==> src/rtl/alu_result_stage_pkg.sv <==
// alu_result_stage_pkg: status-register bit positions, strobe indices, FSM states and hold-register layout
package alu_result_stage_pkg;
    localparam int P_N = 7;
    localparam int P_V = 6;
    localparam int P_U = 5;
    localparam int P_B = 4;
    localparam int P_D = 3;
    localparam int P_I = 2;
    localparam int P_Z = 1;
    localparam int P_C = 0;
    localparam int FS_SEC = 6;
    localparam int FS_SED = 5;
    localparam int FS_SEI = 4;
    localparam int FS_CLC = 3;
    localparam int FS_CLD = 2;
    localparam int FS_CLI = 1;
    localparam int FS_CLV = 0;
    localparam logic [7:0] P_RESET_DEFAULT = 8'h04;
    typedef enum logic [1:0] {IDLE, CAPTURE, ADJUST} state_t;
    typedef struct packed {
        logic [7:0] raw;
        logic       acr;
        logic       hc;
        logic       avr;
        logic       dec;
        logic       sub;
        logic       upd_nz;
        logic       upd_c;
        logic       upd_v;
        logic       bit_op;
        logic [1:0] db_nv;
    } hold_t;
    // B and the constant-1 bit are never stored, only driven onto p_out
    typedef struct packed {
        logic n;
        logic v;
        logic d;
        logic i;
        logic z;
        logic c;
    } flags_t;
endpackage

==> src/rtl/alu_result_stage_if.sv <==
// alu_result_stage_if: ALU-side handshake, flag controls and result/status outputs of the result stage
interface alu_result_stage_if;
    logic       alu_valid;
    logic       alu_ready;
    logic [7:0] alu_out;
    logic       alu_acr;
    logic       alu_hc;
    logic       alu_avr;
    logic       dec_op;
    logic       sub_op;
    logic       upd_nz;
    logic       upd_c;
    logic       upd_v;
    logic       bit_op;
    logic [7:0] db_in;
    logic       p_load;
    logic [6:0] flag_set;
    logic       brk_flag;
    logic [7:0] result;
    logic       result_valid;
    logic [7:0] p_out;
    modport master (
        output alu_valid, alu_out, alu_acr, alu_hc, alu_avr, dec_op, sub_op,
        output upd_nz, upd_c, upd_v, bit_op, db_in, p_load, flag_set, brk_flag,
        input  alu_ready, result, result_valid, p_out
    );
    modport slave (
        input  alu_valid, alu_out, alu_acr, alu_hc, alu_avr, dec_op, sub_op,
        input  upd_nz, upd_c, upd_v, bit_op, db_in, p_load, flag_set, brk_flag,
        output alu_ready, result, result_valid, p_out
    );
endinterface

==> src/rtl/alu_result_stage_decimal_corrector.sv <==
// decimal_corrector: NMOS-6502 BCD fixup of the raw ALU byte, driven by half carry and carry out
module decimal_corrector (
    input  logic [7:0] raw,
    input  logic       hc,
    input  logic       acr,
    input  logic       sub_op,
    output logic [7:0] result
);
    logic [7:0] adj;
    // ADC adds 6 where a digit carried; SBC subtracts 6 where a digit borrowed (carry absent)
    always_comb begin
        adj = {(acr ^ sub_op) ? 4'h6 : 4'h0, (hc ^ sub_op) ? 4'h6 : 4'h0};
        result = sub_op ? raw - adj : raw + adj;
    end
endmodule

==> src/rtl/alu_result_stage.sv <==
// alu_result_stage: registers ALU result/flags, applies decimal correction and maintains status register P
module alu_result_stage
    import alu_result_stage_pkg::*;
#(
    parameter logic [7:0] P_RESET = P_RESET_DEFAULT
) (
    input logic clk,
    input logic rst_n,
    alu_result_stage_if.slave bus
);
    state_t     state_q, state_d;
    hold_t      hold_q, hold_d;
    flags_t     flags_q, flags_d;
    logic [7:0] result_q, result_d;
    logic       result_valid_q, result_valid_d;
    logic [7:0] corrected;
    logic       nz_en, v_en, c_en, alu_n, alu_v;

    decimal_corrector u_dc (
        .raw    (hold_q.raw),
        .hc     (hold_q.hc),
        .acr    (hold_q.acr),
        .sub_op (hold_q.sub),
        .result (corrected)
    );

    always_comb begin
        state_d = state_q;
        hold_d = hold_q;
        result_d = result_q;
        result_valid_d = 1'b0;
        unique case (state_q)
            IDLE: if (bus.alu_valid) begin
                hold_d.raw = bus.alu_out;
                hold_d.acr = bus.alu_acr;
                hold_d.hc = bus.alu_hc;
                hold_d.avr = bus.alu_avr;
                hold_d.dec = bus.dec_op;
                hold_d.sub = bus.sub_op;
                hold_d.upd_nz = bus.upd_nz;
                hold_d.upd_c = bus.upd_c;
                hold_d.upd_v = bus.upd_v;
                hold_d.bit_op = bus.bit_op;
                hold_d.db_nv = bus.db_in[7:6];
                state_d = CAPTURE;
            end
            CAPTURE: begin
                state_d = hold_q.dec ? ADJUST : IDLE;
                result_d = hold_q.dec ? result_q : hold_q.raw;
                result_valid_d = ~hold_q.dec;
            end
            ADJUST: begin
                state_d = IDLE;
                result_d = corrected;
                result_valid_d = 1'b1;
            end
            default: state_d = IDLE;
        endcase
    end

    // N/Z/V always come from the uncorrected byte; C lands with the final (possibly corrected) result
    always_comb begin
        nz_en = state_q == CAPTURE && (hold_q.upd_nz || hold_q.bit_op);
        v_en = state_q == CAPTURE && (hold_q.upd_v || hold_q.bit_op);
        c_en = hold_q.upd_c && (state_q == ADJUST || (state_q == CAPTURE && !hold_q.dec));
        alu_n = hold_q.bit_op ? hold_q.db_nv[1] : hold_q.raw[7];
        alu_v = hold_q.bit_op ? hold_q.db_nv[0] : hold_q.avr;
        flags_d.n = bus.p_load ? bus.db_in[P_N] : nz_en ? alu_n : flags_q.n;
        flags_d.v = bus.p_load ? bus.db_in[P_V] : bus.flag_set[FS_CLV] ? 1'b0 : v_en ? alu_v : flags_q.v;
        flags_d.d = bus.p_load ? bus.db_in[P_D] : bus.flag_set[FS_SED] ? 1'b1 : bus.flag_set[FS_CLD] ? 1'b0 : flags_q.d;
        flags_d.i = bus.p_load ? bus.db_in[P_I] : bus.flag_set[FS_SEI] ? 1'b1 : bus.flag_set[FS_CLI] ? 1'b0 : flags_q.i;
        flags_d.z = bus.p_load ? bus.db_in[P_Z] : nz_en ? hold_q.raw == 8'h00 : flags_q.z;
        flags_d.c = bus.p_load ? bus.db_in[P_C] : bus.flag_set[FS_SEC] ? 1'b1 : bus.flag_set[FS_CLC] ? 1'b0 : c_en ? hold_q.acr : flags_q.c;
    end

    always_ff @(posedge clk) begin
        if (!rst_n) begin
            state_q <= IDLE;
            hold_q <= '0;
            result_q <= '0;
            result_valid_q <= 1'b0;
            flags_q <= {P_RESET[P_N], P_RESET[P_V], P_RESET[P_D], P_RESET[P_I], P_RESET[P_Z], P_RESET[P_C]};
        end else begin
            state_q <= state_d;
            hold_q <= hold_d;
            result_q <= result_d;
            result_valid_q <= result_valid_d;
            flags_q <= flags_d;
        end
    end

    assign bus.alu_ready = state_q == IDLE;
    assign bus.result = result_q;
    assign bus.result_valid = result_valid_q;
    assign bus.p_out = {flags_q.n, flags_q.v, 1'b1, bus.brk_flag, flags_q.d, flags_q.i, flags_q.z, flags_q.c};
endmodule

==> src/flat_wrapper.sv <==
// flat-port wrapper written by rule: the top's interface ports become plain ports
module alu_result_stage_flat import alu_result_stage_pkg::*;
#(
    parameter logic [7:0] P_RESET = P_RESET_DEFAULT
)
  (clk, rst_n, bus_alu_valid, bus_alu_out, bus_alu_acr, bus_alu_hc, bus_alu_avr, bus_dec_op, bus_sub_op, bus_upd_nz, bus_upd_c, bus_upd_v, bus_bit_op, bus_db_in, bus_p_load, bus_flag_set, bus_brk_flag, bus_alu_ready, bus_result, bus_result_valid, bus_p_out);
  alu_result_stage_if bus_i ();
  input logic clk;
  input logic rst_n;
  input wire logic [$bits(bus_i.alu_valid)-1:0] bus_alu_valid;
  input wire logic [$bits(bus_i.alu_out)-1:0] bus_alu_out;
  input wire logic [$bits(bus_i.alu_acr)-1:0] bus_alu_acr;
  input wire logic [$bits(bus_i.alu_hc)-1:0] bus_alu_hc;
  input wire logic [$bits(bus_i.alu_avr)-1:0] bus_alu_avr;
  input wire logic [$bits(bus_i.dec_op)-1:0] bus_dec_op;
  input wire logic [$bits(bus_i.sub_op)-1:0] bus_sub_op;
  input wire logic [$bits(bus_i.upd_nz)-1:0] bus_upd_nz;
  input wire logic [$bits(bus_i.upd_c)-1:0] bus_upd_c;
  input wire logic [$bits(bus_i.upd_v)-1:0] bus_upd_v;
  input wire logic [$bits(bus_i.bit_op)-1:0] bus_bit_op;
  input wire logic [$bits(bus_i.db_in)-1:0] bus_db_in;
  input wire logic [$bits(bus_i.p_load)-1:0] bus_p_load;
  input wire logic [$bits(bus_i.flag_set)-1:0] bus_flag_set;
  input wire logic [$bits(bus_i.brk_flag)-1:0] bus_brk_flag;
  output wire logic [$bits(bus_i.alu_ready)-1:0] bus_alu_ready;
  output wire logic [$bits(bus_i.result)-1:0] bus_result;
  output wire logic [$bits(bus_i.result_valid)-1:0] bus_result_valid;
  output wire logic [$bits(bus_i.p_out)-1:0] bus_p_out;
  assign bus_i.alu_valid = bus_alu_valid;
  assign bus_i.alu_out = bus_alu_out;
  assign bus_i.alu_acr = bus_alu_acr;
  assign bus_i.alu_hc = bus_alu_hc;
  assign bus_i.alu_avr = bus_alu_avr;
  assign bus_i.dec_op = bus_dec_op;
  assign bus_i.sub_op = bus_sub_op;
  assign bus_i.upd_nz = bus_upd_nz;
  assign bus_i.upd_c = bus_upd_c;
  assign bus_i.upd_v = bus_upd_v;
  assign bus_i.bit_op = bus_bit_op;
  assign bus_i.db_in = bus_db_in;
  assign bus_i.p_load = bus_p_load;
  assign bus_i.flag_set = bus_flag_set;
  assign bus_i.brk_flag = bus_brk_flag;
  assign bus_alu_ready = bus_i.alu_ready;
  assign bus_result = bus_i.result;
  assign bus_result_valid = bus_i.result_valid;
  assign bus_p_out = bus_i.p_out;
  alu_result_stage #(.P_RESET(P_RESET)) u_core (.clk(clk), .rst_n(rst_n), .bus(bus_i));
endmodule
==> config.mk <==
export PLATFORM = sky130hd
export DESIGN_NAME = alu_result_stage_flat
export DESIGN_NICKNAME = d
export VERILOG_FILES = /design/src/rtl/alu_result_stage_pkg.sv /design/src/rtl/alu_result_stage_if.sv /design/src/rtl/alu_result_stage_decimal_corrector.sv /design/src/rtl/alu_result_stage.sv /design/src/flat_wrapper.sv
export SDC_FILE = /design/constraint.sdc
export NUM_CORES = 1
export LEC_CHECK = 0
export CAP_MARGIN = 15
export CORE_ASPECT_RATIO = 0.5
export CORE_MARGIN = 1.5
export CORE_UTILIZATION = 42
export CTS_CLUSTER_SIZE = 8
export DETAILED_ROUTE_END_ITERATION = 12
export PLACE_DENSITY = 0.71
export SYNTH_ARGS = -nofsm -noshare
export SYNTH_HDL_FRONTEND = slang
export SYNTH_SLANG_ARGS = --single-unit
export TNS_END_PERCENT = 50
==> constraint.sdc <==
create_clock -name clk -period 3.6 [get_ports clk]
set_clock_uncertainty 0.15 [all_clocks]
set_input_delay 0.72 -clock clk [delete_from_list [all_inputs] [get_ports clk]]
set_output_delay 0.72 -clock clk [all_outputs]
set_load 0.02 [all_outputs]
==> results.md, run 1 <==
* DR vias at 1692
* Vias per cell at 5.05
* Post-CTS Setup Bufs at 0
* Pre-CTS WS at 0.960 ns
* P_leak at 1.02 nW
* Syn_nets at 281
* Ys flop type: dfxtp_1
* CTS tree: built
* Final setup fails at 0
* Die area at 5080 sq um
* Routability cong. at 0.853
* Most frequent cells in the layout: clkdlybuf4s50_1, nand2_1, dfxtp_1
* Worst R2R Path Depth at 12
* Placed Cells incl. Taps at 326
* Fin area at 2580 sq um
* Clock Power Share at 0.359
* CP startpoint: u_core.hold_q[9]
* Commonest non-fill, non-tap cell in the layout: clkdlybuf4s50_1
* Residual DRC count at 0
* WL per Instance at 13.0 um
* Part of the power in combinational logic at 0.236
* Max Cap Violations at 0
* Seq pwr share at 0.405
* Num rows at 17
* CTS Buf Count at 5
* Crit start category: register
* WHS at 0.303 ns
* Synth top area share at 0.370
* Placed instance area at 2440 sq um
* I/O Pins at 55
* Largest net degree at the start of global routing at 37
* Reg2Reg Setup Slack at 0.95 ns
* Starting Density at 0.440
* Worst Path Required at 3.68 ns
* Setup ws final at 0.953 ns
* Run status: finished, final reports clean
* Core area at 4420 sq um
* WHS Endpoint: u_core.hold_q[8]
* Yosys reg bits at 36
* Die Height at 51.2 um
* CP endpoint kind: register
* Number of hold buffers added after CTS at 0
* Seq/Total Area, Yosys at 0.370
* Hold Path Stages at 2
* CTS resizes at 0
* CP arrival at 2.73 ns
* Fin crit share at 0.735
* Crit path time final at 2.65 ns
* Diodes inserted at 0
* Area occupied by multi-input gates at 1100 sq um
* Slew headroom at 0.553
* Drt pass-1 iters at 4
* Detailed Place HPWL at 3.13 mm
* Antenna-violating nets left at 0
* Worst VDD drop at 0.171 mV
* Post-synth top area cell: dfxtp_1
* Die W at 99.3 um
* Final wirelength at 4.34 mm
* Crit Path Class: reg2reg
* Reg2Reg Launch Point: u_core.hold_q[9]
* Synth Area per Inst at 8.40 sq um
* Vias in the first global route at 1537
* Antenna violations before repair at 0
* DRT iter0 DRCs at 36
* Clock tree buffer depth at 2
* GR Util All Layers at 0.180
* Worst Path Max Fanout at 4
* Top post-synthesis cells by area: dfxtp_1, nand2_1, ha_1, a21boi_1, a21oi_1
* Synth Cell Area at 1950 sq um
* RSZ-0062 raised after global routing: false
* Layout cell share with drive strength beyond 1 at 0.0540
* NetSw at 0.000297 W
* Min-delay worst type: reg2reg
* Worst slew pin tran at 0.670 ns
* Final slew viol count at 0
* Cells after synthesis at 232
* Internal power at 0.000801 W
* Non-Filler Instances at 335
* Fmax at 0.378 GHz
* First-pass GRT wire length at 7.01 mm
* Clock sink count at 36
* H-tree lvl count at 2
* EDFF count, synth at 0
* # nets final at 326
* Power Density at 426 nW/um^2
* Worst Hold Launch: u_core.hold_q[8]
* Clock transition at path regs at 0.07 ns
* Sequential cell area at 721 sq um
* Root Driver: clkbuf_8
* Remaining Overflow, GRT at 0
* Final TNS setup at 0 ns
* Area delta synth->final at 32.3%
* Synth unique cells at 47
* Worst skew pair latency at 0.29 ns
* Final Hold Viols at 0
* Async SR Flop Fraction at 0
* R2r endpoint: u_core.bus.result[7]
* Layout filler cell count at 407
* Synthesis Warnings at 0
* IO Port Bufs at 49
* Sw Ratio at 0.270
-- metal layers --
metal / GRT usage / up-vias / part of all wire
li1: - / 880 / -
met1: 0.211 / 777 / 0.47
met2: 0.317 / 26 / 0.48
met3: 0.0520 / 9 / 0.039
met4: 0.0704 / 0 / 0.015
met5: 0 / - / 0
-- cells in the mapped netlist, types with 2 or more instances --
cell type	n
nand2b_1	3
buf_2	2
o211a_1	2
a21boi_0	9
or4_1	3
inv_1	13
mux2i_1	7
xnor2_1	5
a21oi_1	15
buf_4	3
clkbuf_1	5
nand4_1	3
nor3_1	3
ha_1	12
o31ai_1	2
a21o_1	2
o21ai_0	4
buf_6	2
nor2_1	8
nand2_1	46
dfxtp_1	36
a21boi_1	11
and2_1	3
o21ai_1	4
nor2b_1	7
-- worst max-delay path by stage --
stage | endpoint | slack [ns] | cells after the start
6_report | u_core.bus.result[7] | 0.95 | 12
5_1_grt | u_core.bus.result[7] | 0.80 | 11
4_1_cts | u_core.bus.result[7] | 0.94 | 12
3_5_place_dp | u_core.bus.result[7] | 0.96 | 12
3_3_place_gp | u_core.bus.result[7] | 0.98 | 12
2_1_floorplan | u_core.bus.result[6] | 1.14 | 9
-- power groups by stage --
stage	sequential [W]	combinational, W	clock (W)
after floorplan	0.000463	0.000158	0
after global placement	0.000453	0.000251	0
after detailed placement	0.000454	0.000257	0
after CTS	0.000445	0.000259	0.000403
after global routing	0.000448	0.000286	0.000423
final	0.000445	0.000259	0.000395
-- sequential cells by signal, indices dropped and copies added, names as in the netlist --
name,flops
u_core.bus.result_valid,1
u_core.hold_q,19
u_core.state_q,2
u_core.bus.result,8
u_core.bus.p_out,6
-- stage by stage --
step / power [W] / util
after floorplan: 0.000621 / -
after global placement: 0.000704 / 0.551
after detailed placement: 0.000711 / 0.551
after CTS: 0.00111 / 0.579
after global routing: 0.00116 / 0.583
final: 0.00110 / 0.583
-- final cells by class --
cell class | count | area share
clock buffer | 7 | 0.0374
clock inverter | 1 | 0.0117
inverter | 14 | 0.0223
multi-input combinational | 170 | 0.425
sequential | 36 | 0.280
tap | 57 | 0.0277
timing repair buffer | 50 | 0.196
-- worst max-delay path: stages, from the launching register on --
cell and delay [ns]:
dfxtp_1 0.36, inv_1 0.05, ha_1 0.31, inv_1 0.07
ha_1 0.26, mux2_2 0.28, ha_1 0.22, a21o_1 0.18
a31o_1 0.17, a21oi_1 0.14, xnor2_1 0.14, mux2i_1 0.10
a21oi_1 0.15
-- cells by family after synthesis --
kind of cell               synth area share
and+or+nand+nor                       0.193
AOI/OAI and AO/OA                     0.222
DFF                                   0.370
buffers and inverters                0.0674
adders and majority gates            0.0771
muxes                                0.0417
xor gates and xnor gates             0.0270
other                               0.00192
No activity file was read; power rests on OpenSTA's default activity.
==> run 2: changes to the inputs <==
==> constraint.sdc (replaced) <==
create_clock -name clk -period 2.65 [get_ports clk]
set_clock_uncertainty 0.15 [all_clocks]
set_input_delay 0.53 -clock clk [delete_from_list [all_inputs] [get_ports clk]]
set_output_delay 0.53 -clock clk [all_outputs]
set_load 0.02 [all_outputs]
==> results.md, run 2 (same netlist as run 1, synthesis figures left out) <==
* Layout filler cell count at 403
* Worst Path Max Fanout at 4
* Reg2Reg Setup Slack at 0.10 ns
* NetSw at 0.000399 W
* Pre-CTS WS at -0.0115 ns
* Antenna-violating nets left at 0
* CP endpoint kind: register
* Largest register FFs at 19
* Core area at 4420 sq um
* Reg2Reg Launch Point: u_core.hold_q[9]
* Run status: finished, final reports clean
* Largest net degree at the start of global routing at 25
* Power Density at 532 nW/um^2
* Num rows at 17
* Fmax at 0.393 GHz
* Sequential cell area at 722 sq um
* Min-delay worst type: reg2reg
* CP max stage cell: dfxtp_2
* Worst VDD drop at 0.220 mV
* P_leak at 1.02 nW
* Area occupied by multi-input gates at 1110 sq um
* Clock sink count at 36
* Crit start category: register
* Setup ws final at 0.103 ns
* Root Driver: clkbuf_8
* Register name with the most flops: u_core.hold_q
* Commonest non-fill, non-tap cell in the layout: clkdlybuf4s50_1
* Final slew viol count at 0
* GR Util All Layers at 0.190
* Fin crit share at 0.961
* Internal power at 0.000970 W
* I/O Pins at 55
* Starting Density at 0.440
* Worst skew pair latency at 0.29 ns
* Most frequent cells in the layout: clkdlybuf4s50_1, nand2_1, dfxtp_1
* WL per Instance at 13.0 um
* # nets final at 329
* CTS tree: built
* Antenna violations before repair at 0
* Worst Path Required at 2.73 ns
* Vias in the first global route at 1659
* Layout cell share with drive strength beyond 1 at 0.0747
* First-pass GRT wire length at 7.59 mm
* DRT iter0 DRCs at 40
* Part of the power in combinational logic at 0.263
* Number of hold buffers added after CTS at 0
* Hold Path Stages at 2
* Remaining Overflow, GRT at 0
* IO Port Bufs at 49
* Area delta synth->final at 32.2%
* Worst path cell trace: inv_1, ha_4, inv_1, ha_1, mux2_2, ha_2, a21o_1, a31o_1, a21oi_1, xnor2_1, mux2i_1, a21oi_1
* Worst R2R Path Depth at 12
* Sw Ratio at 0.292
* R2r endpoint: u_core.bus.result[7]
* Drt pass-1 iters at 4
* CP arrival at 2.62 ns
* Seq pwr share at 0.441
* Diodes inserted at 0
* Worst Path Buf+Inv at 2
* Final TNS setup at 0 ns
* Final setup fails at 0
* Final Hold Viols at 0
* Worst slew pin tran at 0.678 ns
* DR vias at 1714
* CTS Buf Count at 5
* WHS Endpoint: u_core.hold_q[8]
* Residual DRC count at 0
* H-tree lvl count at 2
* CP peak stage delay at 0.34 ns
* Worst Hold Launch: u_core.hold_q[8]
* Routability cong. at 0.856
* Clock Power Share at 0.296
* Die area at 5080 sq um
* Delay-heaviest family, CP: adder cells
* Die W at 99.3 um
* Final wirelength at 4.41 mm
* Crit Path Class: reg2reg
* Vias per cell at 5.07
* Detailed Place HPWL at 3.28 mm
* Die Height at 51.2 um
* Clock tree buffer depth at 2
* Slew headroom at 0.547
* Clock transition at path regs at 0.08 ns
* Crit path time final at 2.55 ns
* Max Cap Violations at 0
## run 2: cell count changes in the layout (fill, tap and decap cells not counted), sizes merged
cell	before	now
buf	1	4
bufinv	1	0
clkbuf	7	6
clkinv	0	2
## run 2: how the worst max path moves through the flow
| stage | endpoint | slack (ns) | from | cells after the start |
|---|---|---|---|---|
| floorplan | u_core.bus.result[6] | 0.19 | u_core.hold_q[9] | 9 |
| global placement | u_core.bus.result[7] | 0.08 | u_core.hold_q[9] | 12 |
| detailed placement | u_core.bus.result[7] | -0.01 | u_core.hold_q[9] | 12 |
| CTS | u_core.bus.result[7] | 0.02 | u_core.hold_q[9] | 12 |
| global route | u_core.bus.result[7] | -0.004 | u_core.hold_q[9] | 12 |
| finish | u_core.bus.result[7] | 0.10 | u_core.hold_q[9] | 12 |
## run 2: cell type report
class,count,share of cell area
multi-input combinational,170,0.431
sequential,36,0.280
timing repair buffer,53,0.202
clock buffer,6,0.0321
inverter,14,0.0224
tap,57,0.0277
clock inverter,2,0.00389
## run 2: what timing repair did
action                     in CTS  in global routing
setup endpoints to repair       1                  2
buffers inserted                0                  0
gates resized for setup         1                  2
## run 2: power by group through the flow
stage / Clock, W / Sequential, W / Combinational, W
4_1_cts: 0.000425 / 0.000604 / 0.000357
3_3_place_gp: 0 / 0.000615 / 0.000349
2_1_floorplan: 0 / 0.000629 / 0.000215
5_1_grt: 0.000449 / 0.000609 / 0.000397
3_5_place_dp: 0 / 0.000616 / 0.000356
6_report: 0.000406 / 0.000604 / 0.000360
## run 2: layer usage
layer,vias to the layer above,track usage,share of wire
li1,887,-,-
met1,789,0.243,0.49
met2,29,0.309,0.45
met3,9,0.0561,0.042
met4,0,0.0657,0.012
met5,-,0,0
## run 2: tightest hold or removal path, delay by kind of cell (launching register included)
family             cells  cell delay (ns)
and+or+nand+nor        1             0.05
AOI/OAI and AO/OA      1             0.05
DFF                    1             0.31
## run 2: metrics by stage
stage                      util  area (sq um)  instances  total power [W]  hold WS (ns)
final                     0.582          2570        338          0.00137         0.301
after global routing      0.582          2570        338          0.00146         0.338
after floorplan               -          1950        232         0.000844         0.280
after detailed placement  0.557          2470        330         0.000972         0.295
after CTS                 0.579          2560        338          0.00139         0.305
after global placement    0.557          2470        330         0.000963         0.289
